===== config.mk =====
export PLATFORM = sky130hd
export DESIGN_NAME = ca_rule_sched
export DESIGN_NICKNAME = d
export VERILOG_FILES = /design/src/rtl/ca_pkg.sv /design/src/rtl/frame_debounce.sv /design/src/rtl/ca_rule_sched.sv
export SDC_FILE = /design/constraint.sdc
export NUM_CORES = 1
export LEC_CHECK = 0
export CAP_MARGIN = 10
export CORE_AREA = 8 8 100 79
export CTS_CLUSTER_SIZE = 30
export DETAILED_ROUTE_END_ITERATION = 6
export DIE_AREA = 0 0 108 87
export HOLD_SLACK_MARGIN = 0.02
export SYNTH_ARGS = -nofsm -noshare
export SYNTH_HDL_FRONTEND = slang
export SYNTH_SLANG_ARGS = --single-unit

===== constraint.sdc =====
create_clock -name clk -period 5.5 [get_ports clk]
set_input_delay 1.1 -clock clk [delete_from_list [all_inputs] [get_ports clk]]
set_output_delay 1.1 -clock clk [all_outputs]
set_load 0.01 [all_outputs]

===== src/rtl/ca_pkg.sv =====
// Shared definitions for the VGA cellular-automaton datapath: mode encoding,
// the rule table, geometry constants and the rule-to-colour mapping.
package ca_pkg;

    localparam int CELL_LOG       = 2;
    localparam int ROWS_PER_FRAME = 480 >> CELL_LOG;

    typedef enum logic [1:0] {
        MODE_AUTO   = 2'd0,
        MODE_STEP   = 2'd1,
        MODE_EXT    = 2'd2,
        MODE_FREEZE = 2'd3
    } mode_e;

    localparam logic [7:0] RULE_TABLE [8] = '{
        8'd30, 8'd110, 8'd22, 8'd73, 8'd90, 8'd146, 8'd105, 8'd102
    };

    // Display colour {R,G,B}, 2 bits each, taken from the middle rule bits.
    function automatic logic [5:0] rule_color_of(input logic [7:0] rule_in);
        return rule_in[6:1];
    endfunction

endpackage


===== src/rtl/frame_debounce.sv =====
// Button conditioner: 2-flop synchroniser, one sample per frame, and a single
// press pulse when the sampled level goes 0 -> 1 -> 1 over three frames.
module frame_debounce (
    input  logic clk,
    input  logic rst_n,
    input  logic i_frame_start,
    input  logic i_btn,
    output logic o_press
);

    logic       r_sync1;
    logic       r_sync2;
    logic [1:0] r_hist;
    logic       r_press;

    // Synchronise, sample on frame_start, emit a one-cycle press pulse.
    always_ff @(posedge clk) begin
        if (!rst_n) begin
            r_sync1 <= 1'b0;
            r_sync2 <= 1'b0;
            r_hist  <= 2'b00;
            r_press <= 1'b0;
        end else begin
            r_sync1 <= i_btn;
            r_sync2 <= r_sync1;
            r_press <= 1'b0;
            if (i_frame_start) begin
                r_hist  <= {r_hist[0], r_sync2};
                r_press <= !r_hist[1] && r_hist[0] && r_sync2;
            end
        end
    end

    assign o_press = r_press;

endmodule


===== src/rtl/ca_rule_sched.sv =====
// Rule scheduler and run controller: selects the per-row rule (auto scroll,
// manual step, external entry or freeze) and the per-frame seed/advance control.
module ca_rule_sched #(
    parameter int ROWS_PER_FRAME = 120,
    parameter int BAND_LOG       = 8,
    parameter int NRULES_LOG     = 3
) (
    input  logic                  clk,
    input  logic                  rst_n,
    input  logic                  frame_start,
    input  logic                  row_tick,
    input  logic [1:0]            mode,
    input  logic                  btn_next,
    input  logic                  btn_seed,
    input  logic [7:0]            rule_ext,
    output logic [7:0]            rule,
    output logic [5:0]            rule_color,
    output logic                  seed_now,
    output logic                  advance_en,
    output logic [NRULES_LOG-1:0] table_idx
);

    localparam logic [10:0] RPF = 11'(ROWS_PER_FRAME);

    logic [1:0]            r_mode_s1;
    logic [1:0]            r_mode_s2;
    ca_pkg::mode_e         r_state;
    ca_pkg::mode_e         w_state_nxt;
    logic [10:0]           r_row_acc;
    logic [10:0]           w_acc_nxt;
    logic [NRULES_LOG-1:0] r_idx;
    logic [NRULES_LOG-1:0] w_idx_nxt;
    logic [7:0]            r_rule;
    logic [7:0]            w_rule_nxt;
    logic                  r_seed_now;
    logic                  r_adv;
    logic                  r_init;
    logic                  r_seed_pend;
    logic                  r_next_pend;
    logic                  w_seed_set;
    logic                  w_adv_nxt;
    logic                  w_press_next;
    logic                  w_press_seed;

    frame_debounce u_db_next (
        .clk           (clk),
        .rst_n         (rst_n),
        .i_frame_start (frame_start),
        .i_btn         (btn_next),
        .o_press       (w_press_next)
    );

    frame_debounce u_db_seed (
        .clk           (clk),
        .rst_n         (rst_n),
        .i_frame_start (frame_start),
        .i_btn         (btn_seed),
        .o_press       (w_press_seed)
    );

    // Two-flop synchroniser for the asynchronous mode switch.
    always_ff @(posedge clk) begin
        if (!rst_n) begin
            r_mode_s1 <= 2'd0;
            r_mode_s2 <= 2'd0;
        end else begin
            r_mode_s1 <= mode;
            r_mode_s2 <= r_mode_s1;
        end
    end

    // Row accumulator: frame_start nets +1 per frame so the bands scroll; a
    // coincident row_tick adds its +1 on top.
    always_comb begin
        w_acc_nxt = r_row_acc;
        if (frame_start) w_acc_nxt = r_row_acc + 11'd1 - RPF;
        if (row_tick)    w_acc_nxt = w_acc_nxt + 11'd1;
    end

    // Mode state register; it only ever moves at a frame boundary.
    always_ff @(posedge clk) begin
        if (!rst_n) r_state <= ca_pkg::MODE_AUTO;
        else        r_state <= w_state_nxt;
    end

    // Next state, next rule/index and next seed/advance flags.
    always_comb begin
        w_state_nxt = r_state;
        w_idx_nxt   = r_idx;
        w_rule_nxt  = r_rule;
        if (frame_start) w_state_nxt = ca_pkg::mode_e'(r_mode_s2);
        if (frame_start || row_tick) begin
            case (w_state_nxt)
                ca_pkg::MODE_AUTO: begin
                    w_idx_nxt  = w_acc_nxt[BAND_LOG+NRULES_LOG-1:BAND_LOG];
                    w_rule_nxt = ca_pkg::RULE_TABLE[w_idx_nxt];
                end
                ca_pkg::MODE_STEP: begin
                    if (frame_start) begin
                        w_idx_nxt  = r_idx + NRULES_LOG'(r_next_pend | w_press_next);
                        w_rule_nxt = ca_pkg::RULE_TABLE[w_idx_nxt];
                    end
                end
                ca_pkg::MODE_EXT: begin
                    if (frame_start) w_rule_nxt = rule_ext;
                end
                default: begin
                    w_idx_nxt  = r_idx;
                    w_rule_nxt = r_rule;
                end
            endcase
        end
        w_seed_set = r_init | r_seed_pend | w_press_seed;
        w_adv_nxt  = (w_state_nxt != ca_pkg::MODE_FREEZE) | w_seed_set;
    end

    // Control registers: accumulator, rule outputs, seed queue and flags.
    always_ff @(posedge clk) begin
        if (!rst_n) begin
            r_row_acc   <= 11'd0;
            r_idx       <= '0;
            r_rule      <= ca_pkg::RULE_TABLE[0];
            r_seed_now  <= 1'b0;
            r_adv       <= 1'b0;
            r_init      <= 1'b1;
            r_seed_pend <= 1'b0;
            r_next_pend <= 1'b0;
        end else begin
            r_row_acc <= w_acc_nxt;
            r_idx     <= w_idx_nxt;
            r_rule    <= w_rule_nxt;
            if (frame_start) begin
                r_seed_now  <= w_seed_set;
                r_adv       <= w_adv_nxt;
                r_init      <= 1'b0;
                r_seed_pend <= 1'b0;
                r_next_pend <= 1'b0;
            end else begin
                if (w_press_seed) r_seed_pend <= 1'b1;
                if (w_press_next) r_next_pend <= 1'b1;
            end
        end
    end

    assign rule       = r_rule;
    assign rule_color = ca_pkg::rule_color_of(r_rule);
    assign seed_now   = r_seed_now;
    assign advance_en = r_adv;
    assign table_idx  = r_idx;

endmodule

==> summary.txt <==
Critical Path Stages = 12
Vias/cell = 5.10
gp weighted congestion = 0.779
H-tree lvl count = 2
Core Rows = 26
starting density of the core = 37.6%
Max-cap violations = 0
Synthesized Nets = 309
Avg WL per Cell = 14.1 microns
CP startpoint = frame_start
gr usage total = 12.1%
peak supply drop = 181 uV
critical path type = in -> reg
Top FF cell, synth = dfxtp_1
Antenna Nets Post-Route = 0
Slew Viols, Final = 0
most common cell in the netlist = dfxtp_1
GRT Residual Overflow = 0
Crit path largest cell delay = 0.71 ns
Core Area = 6470 sq um
share of layout cells above drive strength 1 = 7.49%
WP data required = 5.70 ns
Final Hold Fails = 0
first-pass GRT wire length = 9260 microns
worst reg2reg startpoint = r_row_acc[0]
drt total wl = 5500 microns
Crit path max-delay family = compound AO/OA/AOI/OAI gates
crit path max fanout = 19
Register-to-Register Path Depth = 9
Crit-path slowest cell = xnor2_1
Relative slew margins = 43.8%
f_max = 0.246 GHz
CP endpoint kind = flip-flop
RSZ-0062 raised after global routing = no
Final period util = 73.8%
Worst-Margin Slew = 0.837 ns
r2r setup slk = 2.23 ns
Nets = 330
share of flip-flops with an asynchronous set or reset = 0%
hold buffer count at CTS = 0
Filler cells = 650
vias in the first global route = 1,887
flops & latches, synth = 43
area leader, netlist = dfxtp_1
cells along the critical path = clkdlybuf4s50_1 > buf_4 > xor2_1 > ha_1 > nand2_1 > a21oi_2 > o311a_2 > nand3_1 > xnor2_1 > o21ai_0 > a21o_1 > a221o_1
Num CTS Buffers = 5
# setup viols final = 0
PortBufs = 34
CTS tree = done
Setup TNS = 0 ns
Die H = 87 microns
warnings from Yosys = 0
reg2reg end = rule[2]
Hold Crit Class = reg -> reg
Max Buffers Root-to-Sink = 2
Gate Count Post-Synth = 285
FF+latch area = 861 sq um
power density over the cells = 290 nW/um^2
top cells by area, synth = dfxtp_1 35%, nor2_1 4.8%, mux2i_1 4.5%
Diodes inserted = 0
mean area per synthesized cell = 8.55 sq um
P_leak = 1.14 nW
Clock Latency Late Sink = 0.30 ns
Cell variety after synth = 57
Worst Setup EP = rule[2]
outcome = completed
CTS clk-pin slew, worst paths = 0.09 ns
HPWL after DPL = 3990 microns
sequential fraction of the synthesis area = 35.3%
Die Wd = 108 microns
DRT iter0 DRCs = 112
largest net degree at the start of global routing = 24
postcts setup bufs = 0
total iterations of the first detailed-routing run = 4
P&R area growth vs syn = 18.1%
io pins = 35
Clock Skew = 0.0141 ns
die area = 9400 sq um
Startpoint Class = input port
EDFF count, synth = 0
commonest cells in the netlist = 43 x dfxtp_1, 31 x nor2_1, 29 x nand2_1
initial antenna violation count = 0
root buf cell = clkbuf_8
post-cts repair resize count = 0
min Tclk post-route = 4.06 ns
Multi-input gate area = 1430 sq um
drt drc = 0
Vias = 1,996
clk sink count = 43
endpoint arrival time on the critical path = 4.26 ns
post-synthesis cell area = 2440 sq um
Worst Path Buf+Inv = 2
Synth top area share = 35.3%
Hold Slack = 0.420 ns
power breakdown:
part / internal [mW] / switching [mW]
clock: 0.103 / 0.112
sequential: 0.339 / 0.0293
combinational: 0.123 / 0.129
total: 0.565 / 0.270
cells in the final DEF (no fill, tap or decap), types with 2 or more instances in the layout:
cell,count
nand3b_1,4
xnor2_1,11
ha_1,8
a21oi_1,10
or3_1,2
nand2b_1,4
clkbuf_8,6
or2_2,2
nand2_1,29
nor3_1,9
o31ai_1,3
nor2b_1,6
nor3b_1,3
xor2_1,11
buf_4,4
o22ai_1,2
nor2_1,31
a21o_1,3
nand3_1,7
inv_1,3
o21ai_0,9
a31oi_1,5
a32o_1,3
nor4_1,2
nand4_1,3
mux2i_1,11
and2_1,9
clkdlybuf4s50_1,34
dfxtp_1,43
o21a_1,2
routing by layer:
layer / vias up / wire [microns] / GRT usage [%]
li1: 1032 / - / -
met1: 929 / 2920 / 17.4
met2: 30 / 2350 / 17.6
met3: 5 / 198 / 2.96
met4: 0 / 38 / 2.64
met5: - / 0 / 0
final cells by class:
class / count / share of cell area, %
clock buffers: 6 / 2.87
repair buffers: 38 / 12.9
flip-flops and latches: 43 / 29.9
well taps: 84 / 3.65
inverters: 4 / 0.522
multi-input cells: 214 / 49.7
clock inverters: 2 / 0.478
state kept, by name, summed over array words and instances, names as in the netlist, 2 cells and up:
signal	count
r_mode_s2	2
r_mode_s1	2
r_state	2
table_idx	3
r_row_acc	11
rule	8
u_db_seed.r_hist	2
u_db_next.r_hist	2
cells by family (layout without fill, tap and decap cells):
family,Yosys count,after routing,synth area share [%]
XOR/XNOR,22,22,7.91
flip-flops,43,43,35.3
buffers and inverters,28,50,6.01
AO/OA/AOI/OAI,52,52,15.6
adder cells (fa/ha/maj),8,8,4.11
AND/OR/NAND/NOR,120,120,26.1
multiplexers,12,12,4.98
worst reg2reg max path, stage by stage (launching register included):
cell and delay (ns):
dfxtp_1 0.49, ha_1 0.42, a21o_4 0.19, and4_4 0.24, xor2_1 0.28, nand3_1 0.15
xnor2_1 0.71, o21ai_0 0.20, a21o_1 0.19, a221o_1 0.30
stage by stage:
stage / cell area [sq um] / utilization, % / cells / total power, mW / worst slack, ns
global placement: 2780 / 43.0 / 383 / 0.625 / 1.23
CTS: 2880 / 44.5 / 391 / 0.845 / 1.46
global route: 2880 / 44.5 / 391 / 0.888 / 1.12
finish: 2880 / 44.5 / 391 / 0.835 / 1.44
floorplan: 2440 / - / 285 / 0.547 / 1.67
detailed placement: 2780 / 43.0 / 383 / 0.627 / 1.16
worst min path at each step:
stage,cells past startpoint,to,start
global placement,1,u_db_seed.o_press,u_db_seed.r_hist[1]
global route,1,u_db_seed.o_press,u_db_seed.r_hist[1]
detailed placement,1,u_db_seed.o_press,u_db_seed.r_hist[1]
CTS,1,u_db_seed.o_press,u_db_seed.r_hist[1]
floorplan,1,u_db_seed.o_press,u_db_seed.r_hist[1]
finish,1,u_db_seed.o_press,u_db_seed.r_hist[1]
No activity file was read; power rests on OpenSTA's default activity.
